===== src/rtl/cap_count_if.sv =====
// Request/result bus of the capacitor-count sequencer.
// The master drives a capacitor-array configuration plus a request; the
// slave answers with the number of active cells.
interface cap_count_if #(
    parameter int N_COL = 16,
    parameter int N_ROW = 16
);
    localparam int CW = $clog2(N_COL * N_ROW + 1);

    logic [N_COL-1:0] col_off;
    logic [N_COL-1:0] col_on;
    logic [N_ROW-1:0] row_p;
    logic [N_ROW-1:0] row_n;
    logic             swap;
    logic             in_valid;
    logic             in_ready;
    logic             abort;
    logic             out_valid;
    logic             out_ready;
    logic [CW-1:0]    num_cap;
    logic             busy;

    modport master (
        output col_off, col_on, row_p, row_n, swap, in_valid, abort, out_ready,
        input  in_ready, out_valid, num_cap, busy
    );

    modport slave (
        input  col_off, col_on, row_p, row_n, swap, in_valid, abort, out_ready,
        output in_ready, out_valid, num_cap, busy
    );
endinterface


===== src/rtl/cap_count_seq.sv =====
// Capacitor-count sequencer.
// Captures an array configuration on the request handshake, then walks the
// columns COLS_PER_CYC at a time, summing active cells. The result takes
// N_COL/COLS_PER_CYC clock edges and is held until the result handshake.
module cap_count_seq #(
    parameter int N_COL        = 16,
    parameter int N_ROW        = 16,
    parameter int COLS_PER_CYC = 1
) (
    input logic        clk,
    input logic        rst_n,
    cap_count_if.slave bus
);
    localparam int CW = $clog2(N_COL * N_ROW + 1);
    localparam int IW = (N_COL > 2) ? $clog2(N_COL) : 1;

    typedef enum logic [1:0] {
        IDLE = 2'd0,
        RUN  = 2'd1,
        DONE = 2'd2
    } state_t;

    state_t           state_q, state_d;
    logic [CW-1:0]    acc_q;
    logic [CW-1:0]    num_cap_q;
    logic [IW-1:0]    idx_q;
    logic [N_COL-1:0] col_off_q;
    logic [N_COL-1:0] col_on_q;
    logic [N_ROW-1:0] row_p_q;
    logic [N_ROW-1:0] row_n_q;
    logic             swap_q;

    logic [CW-1:0]    group_sum;
    logic [CW-1:0]    acc_sum;
    logic [IW-1:0]    col;
    logic [N_ROW-1:0] sel;
    logic             is_last;

    // Final group: idx has reached the start of the last COLS_PER_CYC block.
    assign is_last = (idx_q == IW'(N_COL - COLS_PER_CYC));
    assign acc_sum = acc_q + group_sum;

    // Sum the active cells in the column group starting at idx.
    // NOTE: every variable written here gets a value before any branch, so no latch is inferred.
    always_comb begin
        group_sum = '0;
        col       = '0;
        sel       = '0;
        for (int c = 0; c < COLS_PER_CYC; c++) begin
            col = idx_q + IW'(c);
            // Even columns use row_n and odd columns row_p; swap reverses that.
            sel = (col[0] ^ swap_q) ? row_p_q : row_n_q;
            if (!col_off_q[col]) begin
                group_sum = group_sum + CW'(N_ROW);
            end else if (col_on_q[col]) begin
                for (int r = 0; r < N_ROW; r++) begin
                    if (sel[r]) group_sum = group_sum + CW'(1);
                end
            end
        end
    end

    // State register.
    // NOTE: sequential state uses non-blocking assignments so every register samples pre-edge values.
    always_ff @(posedge clk or negedge rst_n) begin
        if (!rst_n) state_q <= IDLE;
        else        state_q <= state_d;
    end

    // Next-state logic; abort overrides the transfer and result handshakes.
    always_comb begin
        state_d = state_q;
        if (bus.abort) begin
            state_d = IDLE;
        end else begin
            case (state_q)
                IDLE:    if (bus.in_valid)  state_d = RUN;
                RUN:     if (is_last)       state_d = DONE;
                DONE:    if (bus.out_ready) state_d = IDLE;
                default:                    state_d = IDLE;
            endcase
        end
    end

    // Datapath: capture on transfer, accumulate in RUN, publish on the last group.
    // NOTE: all datapath registers, including the captured configuration, reset so a
    // request after reset sees exactly the power-up state.
    always_ff @(posedge clk or negedge rst_n) begin
        if (!rst_n) begin
            acc_q     <= '0;
            num_cap_q <= '0;
            idx_q     <= '0;
            col_off_q <= '0;
            col_on_q  <= '0;
            row_p_q   <= '0;
            row_n_q   <= '0;
            swap_q    <= 1'b0;
        end else if (bus.abort) begin
            acc_q <= '0;
            idx_q <= '0;
        end else begin
            case (state_q)
                IDLE: begin
                    if (bus.in_valid) begin
                        col_off_q <= bus.col_off;
                        col_on_q  <= bus.col_on;
                        row_p_q   <= bus.row_p;
                        row_n_q   <= bus.row_n;
                        swap_q    <= bus.swap;
                        acc_q     <= '0;
                        idx_q     <= '0;
                    end
                end
                RUN: begin
                    acc_q <= acc_sum;
                    idx_q <= idx_q + IW'(COLS_PER_CYC);
                    if (is_last) num_cap_q <= acc_sum;
                end
                default: ;
            endcase
        end
    end

    // Status outputs decode straight from the state so reset reaches them immediately.
    assign bus.in_ready  = (state_q == IDLE);
    assign bus.busy      = (state_q == RUN);
    assign bus.out_valid = (state_q == DONE);
    assign bus.num_cap   = num_cap_q;

endmodule

===== src/flat_wrapper.sv =====
// flat-port wrapper written by rule: the top's interface ports become plain ports
module cap_count_seq_flat 
#(
    parameter int N_COL        = 16,
    parameter int N_ROW        = 16,
    parameter int COLS_PER_CYC = 1
)
  (clk, rst_n, bus_col_off, bus_col_on, bus_row_p, bus_row_n, bus_swap, bus_in_valid, bus_abort, bus_out_ready, bus_in_ready, bus_out_valid, bus_num_cap, bus_busy);
  cap_count_if #(.N_COL(N_COL), .N_ROW(N_ROW)) bus_i ();
  input logic clk;
  input logic rst_n;
  input wire logic [$bits(bus_i.col_off)-1:0] bus_col_off;
  input wire logic [$bits(bus_i.col_on)-1:0] bus_col_on;
  input wire logic [$bits(bus_i.row_p)-1:0] bus_row_p;
  input wire logic [$bits(bus_i.row_n)-1:0] bus_row_n;
  input wire logic [$bits(bus_i.swap)-1:0] bus_swap;
  input wire logic [$bits(bus_i.in_valid)-1:0] bus_in_valid;
  input wire logic [$bits(bus_i.abort)-1:0] bus_abort;
  input wire logic [$bits(bus_i.out_ready)-1:0] bus_out_ready;
  output wire logic [$bits(bus_i.in_ready)-1:0] bus_in_ready;
  output wire logic [$bits(bus_i.out_valid)-1:0] bus_out_valid;
  output wire logic [$bits(bus_i.num_cap)-1:0] bus_num_cap;
  output wire logic [$bits(bus_i.busy)-1:0] bus_busy;
  assign bus_i.col_off = bus_col_off;
  assign bus_i.col_on = bus_col_on;
  assign bus_i.row_p = bus_row_p;
  assign bus_i.row_n = bus_row_n;
  assign bus_i.swap = bus_swap;
  assign bus_i.in_valid = bus_in_valid;
  assign bus_i.abort = bus_abort;
  assign bus_i.out_ready = bus_out_ready;
  assign bus_in_ready = bus_i.in_ready;
  assign bus_out_valid = bus_i.out_valid;
  assign bus_num_cap = bus_i.num_cap;
  assign bus_busy = bus_i.busy;
  cap_count_seq #(.N_COL(N_COL), .N_ROW(N_ROW), .COLS_PER_CYC(COLS_PER_CYC)) u_core (.clk(clk), .rst_n(rst_n), .bus(bus_i));
endmodule

===== config.mk =====
export PLATFORM = sky130hd
export DESIGN_NAME = cap_count_seq_flat
export DESIGN_NICKNAME = d
export VERILOG_FILES = /design/src/rtl/cap_count_if.sv /design/src/rtl/cap_count_seq.sv /design/src/flat_wrapper.sv
export SDC_FILE = /design/constraint.sdc
export NUM_CORES = 1
export LEC_CHECK = 0
export BUFFER_PORTS_ARGS = -buffer_cell sky130_fd_sc_hd__buf_2
export CORE_ASPECT_RATIO = 1.4
export CORE_MARGIN = 1.5
export CORE_UTILIZATION = 25
export CTS_CLUSTER_DIAMETER = 40
export DETAILED_ROUTE_END_ITERATION = 16
export GPL_TIMING_DRIVEN = 0
export PLACE_DENSITY = 0.47
export SYNTH_ARGS = -nofsm -noshare
export SYNTH_HDL_FRONTEND = slang
export SYNTH_SLANG_ARGS = --single-unit

===== constraint.sdc =====
create_clock -name clk -period 12.8 [get_ports clk]
set_input_delay 0.64 -clock clk [delete_from_list [all_inputs] [get_ports clk]]
set_output_delay 0.64 -clock clk [all_outputs]
set_load 0.02 [all_outputs]

==> results_dict.tcl <==
set metrics [dict create \
    yosys_warnings 0 \
    start_util_pct 25.4 \
    finClkSkew_ns 0.0103 \
    synth_xor_area_share_pct 12.2 \
    syn-num-nets 660 \
    drive_gt1_share_pct 35.2 \
    portBuffers 81 \
    drv_cap 0 \
    worstMarginPinSlew_ns 0.939 \
    fin_crit_ns 11.85 \
    reg2reg_from "u_core.idx_q[0]$_DFFE_PN0P_" \
    crit_type "register to register" \
    required_ns 13.04 \
    hold_violations 0 \
    cts_tree "done" \
    muxShareOfSynthArea_pct 21.6 \
    postSynthCellCount 565 \
    fin_area_sq_um 7500 \
    antenna_found_initial 0 \
    cts_setup_buffers 0 \
    layout.nets 752 \
    ys.flop_type "dfrtp_1" \
    placed_area_sq_um 7110 \
    ctsHoldBuffers 0 \
    row_count 68 \
    core-area_sq_um 24700 \
    cts_root_buf "clkbuf_16" \
    synth_top_family_by_area "multiplexers" \
    grt_usage_pct 12.9 \
    critPathSlowestCell "dfrtp_1" \
    area_growth_pct 19.4 \
    n_antenna_cell 0 \
    grt_pass1_wl_um 25700 \
    synth_area_sq_um 6280 \
    dieWidth_um 137 \
    numCtsBuffers 9 \
    die-area_sq_um 26100 \
    vias 4514 \
    synth_adder_area_share_pct 5.26 \
    syn_avg_cell_area_sq_um 11.1 \
    rrSetupSlack_ns 0.95 \
    grt_max_degree 66 \
    clock_sinks 89 \
    first_pass_iters 4 \
    synth_edf_count 0 \
    cp_num_buf_inv 11 \
    ys_ff_latch 89 \
    min_path_type "primary input to async pin" \
    cts.clk_slew.worst_paths_ns 0.08 \
    drtAntennaViolNets 0 \
    setup_viol 0 \
    end_kind "register" \
    dieHeight_um 191 \
    synth.distinct_cells 75 \
    insertion_delay_ns 0.36 \
    final-max-slew-violation-count 0 \
    synth_compound_area_share_pct 9.96 \
    viasPerCell 4.62 \
    drt_wl_total_um 15800 \
    fin_crit_sh_pct 92.6 \
    drtIter0Drc 225 \
    fillers 2575 \
    postLayoutCoreUtil_pct 30.4 \
    synth_simple_gate_area_share_pct 12.7 \
    drc 0 \
    ys_seq_area_share_pct 35.5 \
    ctsResizeCount 1 \
    worstPathArrival_ns 12.09 \
    cp-start-kind "register" \
    gp_congestion 0.806 \
    crit_fanout 10 \
    cts_buffer_depth 2 \
    ios 82 \
    rr_worst_depth 68 \
    max_slew_margin_pct 37.4 \
    path_delay_family "adder cells" \
    first_global_vias 4772 \
    dp_hpwl_um 12200 \
    instances_no_fill 977 \
    grt.overflow.total 0 \
    routedWlPerCell_um 16.1 \
    status "finished, final reports clean" \
    fmax_mhz 84.4 \
    slowest_delay_ns 0.40 \
    crit_top_cell "ha_1" \
    async_reset_ff_share_pct 100 \
    dp.cells 962 \
    cts.htree.levels 3 \
    reg2reg_to "u_core.bus.num_cap[8]$_DFFE_PN0P_" \
]
==> how the worst max path moves through the flow <==
| stage | start | endpoint | cells past startpoint |
|---|---|---|---|
| 2_1_floorplan | u_core.idx_q[0]$_DFFE_PN0P_ | u_core.bus.num_cap[7]$_DFFE_PN0P_ | 63 |
| 3_3_place_gp | u_core.idx_q[0]$_DFFE_PN0P_ | u_core.bus.num_cap[8]$_DFFE_PN0P_ | 64 |
| 3_5_place_dp | u_core.idx_q[0]$_DFFE_PN0P_ | u_core.bus.num_cap[7]$_DFFE_PN0P_ | 60 |
| 4_1_cts | u_core.idx_q[0]$_DFFE_PN0P_ | u_core.bus.num_cap[8]$_DFFE_PN0P_ | 64 |
| 5_1_grt | u_core.idx_q[0]$_DFFE_PN0P_ | u_core.bus.num_cap[8]$_DFFE_PN0P_ | 68 |
| 6_report | u_core.idx_q[0]$_DFFE_PN0P_ | u_core.bus.num_cap[8]$_DFFE_PN0P_ | 68 |
==> cell usage after synthesis (2+ instances only) <==
cell / count / share of area, %
xnor2_2: 4 / 1.0
nor4b_4: 2 / 0.76
a31oi_1: 6 / 0.60
xor2_2: 3 / 0.78
xnor2_4: 2 / 0.88
a22o_1: 9 / 1.3
nand2_1: 42 / 2.5
nand3b_1: 3 / 0.36
ha_1: 24 / 4.8
o31ai_2: 2 / 0.40
and4b_1: 3 / 0.48
o21bai_1: 5 / 0.60
and2_1: 5 / 0.50
mux2i_1: 22 / 3.5
buf_6: 3 / 0.54
mux2_2: 77 / 14
a21oi_1: 17 / 1.4
nand3_1: 15 / 1.2
o22ai_1: 4 / 0.40
mux4_2: 10 / 3.6
xor2_1: 15 / 2.1
xnor2_1: 26 / 3.6
nor2b_1: 13 / 1.3
nand4_1: 7 / 0.70
or2_2: 2 / 0.20
nor3_1: 3 / 0.24
xnor3_1: 5 / 1.8
clkbuf_1: 13 / 0.78
or3_1: 2 / 0.20
buf_2: 2 / 0.16
mux2_4: 2 / 0.48
nor2_1: 33 / 2.0
inv_1: 16 / 0.96
nand2b_1: 9 / 0.90
buf_1: 2 / 0.12
a21o_1: 8 / 0.96
xnor3_2: 2 / 0.76
o21ai_0: 14 / 1.1
o211ai_1: 9 / 1.1
dfrtp_1: 89 / 35
==> layout by cell type (no fill, tap or decap), types with 3 or more instances in the layout <==
cell / n
mux2i_1: 20
dfrtp_1: 89
buf_2: 82
and2_1: 5
mux4_2: 10
clkbuf_16: 9
a21oi_1: 17
xnor2_2: 4
nand2b_1: 9
nand4_1: 7
nand3b_1: 3
a31oi_1: 6
o21ai_0: 13
nor2b_1: 13
xor2_1: 15
mux2_2: 77
nor2_1: 33
buf_6: 3
o211ai_1: 9
nor3_1: 3
nand2_1: 42
xnor3_1: 5
nand3_1: 15
a21o_1: 8
clkbuf_1: 11
a22o_1: 9
inv_1: 16
ha_1: 24
xnor2_1: 26
and4b_1: 3
o21bai_1: 5
==> logic make-up (layout without fill, tap and decap cells) <==
family	Yosys count	count (layout)
other	1	1
muxes	112	112
adders and majority gates	26	26
and+or+nand+nor	150	150
xor gates and xnor gates	60	60
AOI/OAI and AO/OA	88	88
buffers and inverters	39	136
DFF	89	89
==> routing by layer <==
layer	GRT usage [%]	share of wire, %
met3	1.97	2.8
met5	0	0
met4	5.43	2.6
met2	22.8	52
met1	15.4	42
==> flip-flops by register name (all words and copies together), names as in the netlist <==
register and flops:
u_core.idx_q 4, u_core.col_off_q 16, u_core.col_on_q 16, u_core.swap_q 1
u_core.row_p_q 16, u_core.acc_q 9, u_core.bus.num_cap 9, u_core.row_n_q 16
u_core.state_q 2
==> stage by stage <==
| step | hold WS [ns] | setup WS [ns] | setup TNS (ns) |
|---|---|---|---|
| global placement | 0.473 | 0.0686 | 0 |
| global route | 0.223 | -0.0233 | -0.0233 |
| floorplan | 0.344 | 1.74 | 0 |
| detailed placement | 0.491 | 0.00567 | 0 |
| finish | 0.203 | 0.947 | 0 |
| CTS | 0.209 | 0.204 | 0 |
==> worst reg2reg max path, delay by kind of cell, from the launching register on <==
family                   cells  cell delay, ns
buffers and inverters       11            1.14
AND/OR/NAND/NOR             19            2.16
XOR/XNOR                     3            0.46
AO/OA/AOI/OAI               15            2.14
multiplexers                 5            0.99
flip-flops                   1            0.40
adder cells (fa/ha/maj)     15            4.44
==> layout make-up <==
type / count / area, sq um / share of cell area, %
tap: 315 / 394 / 5.26
timing repair buffer: 82 / 435 / 5.81
sequential: 89 / 2230 / 29.7
clock buffer: 9 / 225 / 3.00
multi-input combinational: 437 / 3940 / 52.6
clock inverter: 7 / 101 / 1.35
buffer: 20 / 106 / 1.42
inverter: 18 / 67.6 / 0.901
Power is not shown: default switching activity piles up to over one toggle a cycle in this logic, so the estimate is an artifact.
